<file path="src/rtl/clk_div_bank.sv">
// Multi-channel programmable clock divider bank with per-channel enable, 50% output and tick.
// Define CLK_DIV_BANK_SHADOW_EN to defer period writes to each channel's next terminal event.
module clk_div_bank #(
  parameter int unsigned CHANNELS       = 4,
  parameter int unsigned WIDTH          = 21,
  parameter int unsigned SEL_W          = 2,
  parameter int unsigned DEFAULT_PERIOD = 30000
) (
  input  logic                clk,
  input  logic                rst_n,
  input  logic [CHANNELS-1:0] en,
  input  logic                cfg_we,
  input  logic [SEL_W-1:0]    cfg_sel,
  input  logic [WIDTH-1:0]    cfg_period,
  output logic [CHANNELS-1:0] clk_out,
  output logic [CHANNELS-1:0] tick
);

  logic [CHANNELS-1:0][WIDTH-1:0] cnt_q, cnt_d;
  logic [CHANNELS-1:0][WIDTH-1:0] per_q, per_d;
  logic [CHANNELS-1:0]            clk_q, clk_d;
  logic [CHANNELS-1:0]            tick_q, tick_d;
`ifdef CLK_DIV_BANK_SHADOW_EN
  logic [CHANNELS-1:0][WIDTH-1:0] shadow_q, shadow_d;
  logic [CHANNELS-1:0]            pend_q, pend_d;
`endif

  always_comb begin
    cnt_d  = cnt_q;
    per_d  = per_q;
    clk_d  = clk_q;
    tick_d = '0;
`ifdef CLK_DIV_BANK_SHADOW_EN
    shadow_d = shadow_q;
    pend_d   = pend_q;
`endif
    for (int i = 0; i < int'(CHANNELS); i++) begin
      if (en[i] && (cnt_q[i] == per_q[i])) begin
        clk_d[i]  = ~clk_q[i];
        tick_d[i] = 1'b1;
        cnt_d[i]  = '0;
`ifdef CLK_DIV_BANK_SHADOW_EN
        if (pend_q[i]) begin
          per_d[i]  = shadow_q[i];
          pend_d[i] = 1'b0;
        end
`endif
      end else if (en[i]) begin
        cnt_d[i] = cnt_q[i] + 1'b1;
      end
      // Out-of-range selects never match any channel, so they are dropped here.
      if (cfg_we && (cfg_sel == SEL_W'(i))) begin
`ifdef CLK_DIV_BANK_SHADOW_EN
        // Applied after the terminal update so a coincident write waits one more half-period.
        shadow_d[i] = cfg_period;
        pend_d[i]   = 1'b1;
`else
        per_d[i] = cfg_period;
        cnt_d[i] = '0;
`endif
      end
    end
  end

  always_ff @(posedge clk) begin
    if (!rst_n) begin
      cnt_q  <= '0;
      per_q  <= {CHANNELS{WIDTH'(DEFAULT_PERIOD)}};
      clk_q  <= '0;
      tick_q <= '0;
`ifdef CLK_DIV_BANK_SHADOW_EN
      shadow_q <= '0;
      pend_q   <= '0;
`endif
    end else begin
      cnt_q  <= cnt_d;
      per_q  <= per_d;
      clk_q  <= clk_d;
      tick_q <= tick_d;
`ifdef CLK_DIV_BANK_SHADOW_EN
      shadow_q <= shadow_d;
      pend_q   <= pend_d;
`endif
    end
  end

  assign clk_out = clk_q;
  assign tick    = tick_q;

endmodule
</file>
<file path="config.mk">
export PLATFORM = sky130hd
export DESIGN_NAME = clk_div_bank
export DESIGN_NICKNAME = d
export VERILOG_FILES = /design/src/rtl/clk_div_bank.sv
export SDC_FILE = /design/constraint.sdc
export NUM_CORES = 1
export LEC_CHECK = 0
export BUFFER_PORTS_ARGS = -buffer_cell sky130_fd_sc_hd__buf_2
export CAP_MARGIN = 15
export CORE_UTILIZATION = 30
export DETAILED_ROUTE_END_ITERATION = 8
export GPL_ROUTABILITY_DRIVEN = 1
export PLACE_DENSITY = 0.56
export REMOVE_ABC_BUFFERS = 1
export SLEW_MARGIN = 20
export SYNTH_ARGS = -nofsm -noshare
export SYNTH_HDL_FRONTEND = slang
export SYNTH_SLANG_ARGS = --single-unit
</file>
<file path="constraint.sdc">
create_clock -name clk -period 1.9 [get_ports clk]
set_clock_uncertainty 0.1 [all_clocks]
set_input_delay 0.285 -clock clk [delete_from_list [all_inputs] [get_ports clk]]
set_output_delay 0.285 -clock clk [all_outputs]
set_load 0.1 [all_outputs]
</file>
==> metrics.cfg <==
[status]
status = finished clean

[synth]
synthAdderAreaFrac = 0.00653
yosysTopAreaCell = dfxtp_1
synth-compound-area-share = 0.0457
yosysMostFrequentCell = nand2_1
synth_top_family_by_area = simple AND/OR/NAND/NOR gates
synth_area_leaders = dfxtp_1, xor2_1, nand2_1
synth_edf_count = 0
synth-xor-area-share = 0.187
yosys.area_share.simple = 0.266
syn_inst = 917
yosysTopAreaCellShare = 0.460
ys_ff_latch = 176
syn_area_um2 = 7660
ys_top_cells_by_count = nand2_1, dfxtp_1, xor2_1
ys_warn_count = 0
ys_seq_area_frac = 0.460
ys_types = 36
synth_flop_cell = dfxtp_1
avgSynthCellArea_um2 = 8.36
synthMuxAreaShare = 0.00522
async_flop_share = 0

[worst_hold_path]
min_to = per_q[60]
holdPathStages = 3
min_path_type = in2reg
min_from = cfg_period[18]

[worst_setup_path]
worstPathMaxFanout = 8
rr_startpoint = cnt_q[23]
r2r_cells = 6
required_ns = 2.12
worstPathArrival_ns = 2.02
critical_path_class = reg2reg
start_kind = flip-flop
rrSetupSlack_ns = 0.10
timing.rr.end = cnt_q[25]
end_kind = flip-flop

[grt]
grt-ovfl-total = 0
gr-usage-met1 = 0.207
grt_pass1_vias = 6062
grt_max_degree = 41
grt_use_met3 = 0.0347
grt_usage = 0.156
busiest_layer = met2
grt_antenna_before_repair = 0
use_met2 = 0.256
grt_pass1_wl_um = 31500

[placement]
dpl_cell_area_um2 = 8540
portBuffers = 37
pre_cts_slack_ns = 0.00134
place_congestion = 0.802
dp_hpwl_um = 14100

[clock_network]
clk_pin_slew_worst_paths_ns = 0.07
worstSkewPairLatency_ns = 0.43
cts_buffers = 17
cts_buffer_depth = 2
postCtsHoldBufs = 0
htreeDepth = 4
cts-root-buf = clkbuf_16
cts_tree = done
clock-sinks = 176

[floorplanning]
die_w_um = 162
start_util = 0.305
fp.dieH_um = 162
ios = 38
core_area_um2 = 25100
dieArea_um2 = 26200
rows = 58

[power]
p_per_area_nw_per_um2 = 833
p_leak_nw = 3.78
worst_ir_drop_vdd_mv = 0.652
power_mw = 7.71

[layout]
antennaDiodeCount = 0
design_area_um2 = 9250
nets = 1026
fill_cells = 2617
syn_to_final_growth_pct = 20.7
drive_above_1_share = 0.165

[flow_run]
max_cap_violations = 0

[routing]
first_pass_iters = 5
wl_um = 19400
vias = 6152
drtIter0Drc = 364
avgViaCountPerCell = 4.61
drc = 0
avgRoutedWirePerCell_um = 14.5
postRouteAntennaNets = 0

[sta]
hold_viol = 0
relSlewSlack = 0.671
min_period_over_period = 0.946
hold_ws_ns = 0.0526
rsz0062_at_grt = true
finalSetupViolCount = 0
tightest_slew_ns = 0.497
fmax_mhz = 557
post-route-min-period_ns = 1.80
worst_slack_ns = 0.103
drv_slew = 0

## worst max path at each step
| stage | start | to | cells past startpoint |
|---|---|---|---|
| final | cnt_q[23] | cnt_q[25] | 6 |
| after floorplan | cnt_q[24] | cnt_q[21] | 5 |
| after global routing | per_q[75] | cnt_q[79] | 8 |
| after detailed placement | cnt_q[24] | cnt_q[38] | 6 |
| after global placement | cnt_q[67] | clk_out[3] | 6 |
| after CTS | cnt_q[81] | cnt_q[66] | 6 |
## sequential cells by signal, summed over array words and instances (netlist names)
register,count
tick,4
per_q,84
cnt_q,84
clk_out,4
## worst max-delay path, stage by stage, from the launching register on
cell and delay, ns:
dfxtp_2 0.35, xor2_1 0.17, nor4_2 0.31, nand4_1 0.20
o211ai_1 0.29, buf_4 0.21, nor2_1 0.06
## stage by stage
| stage | utilization | setup TNS [ns] | std cells |
|---|---|---|---|
| after floorplan | - | -17.87 | 872 |
| after global placement | 0.340 | 0 | 1297 |
| after detailed placement | 0.340 | 0 | 1297 |
| after CTS | 0.363 | 0 | 1329 |
| after global routing | 0.368 | -0.501 | 1335 |
| final | 0.368 | 0 | 1335 |
## logic make-up after synthesis
logic type      count (synthesis)
buf+inv                        54
xor+xnor                      164
simple gates                  447
flops                         176
fa+ha+maj                       4
compound gates                 68
mux                             4
## routing by layer
metal  share of wire  vias up
li1                -     3182
met1            0.49     2893
met2            0.48       69
met3           0.027        8
met4          0.0047        0
met5               0        -
## what timing repair did
| item | in CTS | in global routing |
|---|---|---|
| setup buffers | 0 | 5 |
| endpoints found under the setup margin | 3 | 88 |
| pin swaps | 0 | 9 |
| resized for setup | 2 | 25 |
| gates cloned | 0 | 1 |
| hold endpoints to repair | 0 | 0 |
## layout by cell type, fill, tap and decap left out, types with 3 or more instances in the layout
master      synthesis  layout
and3_1              7       7
ha_1                4       4
o211ai_1            4       4
dfxtp_2             0       9
nand2_1           197     197
buf_4               0      59
buf_2              14      37
clkinvlp_4          0       3
nor2_1            100     100
a21oi_1            60      60
xnor2_1            29      29
and4_1              6       6
o21ai_0             4       4
nand3_1            55      54
dfxtp_1           176     167
inv_1               8       8
nor4_1             20       9
xor2_1            135     135
clkinv_2            0       5
mux2i_1             4       4
nor4_2              2      13
nand4_1            31      31
nor3_1             12      12
clkbuf_16           0      17
or3_1               4       4
buf_6               0       3
## power breakdown
| part | internal, mW | leakage, nW | switching (mW) | total (mW) |
|---|---|---|---|---|
| Combinational | 0.197 | 2.08 | 0.303 | 0.500 |
| Clock | 1.87 | 0.275 | 1.48 | 3.36 |
| Sequential | 3.78 | 1.43 | 0.0751 | 3.85 |
## cell type report
cell class	count	area [um^2]	share of cell area
multi-input cells	687	4000	0.432
flip-flops and latches	176	3530	0.382
repair buffers	101	702	0.0759
clock buffers	19	453	0.0490
well taps	330	413	0.0446
clock inverters	13	113	0.0122
inverters	9	33.8	0.00365
Power figures use the tool's default switching activity.
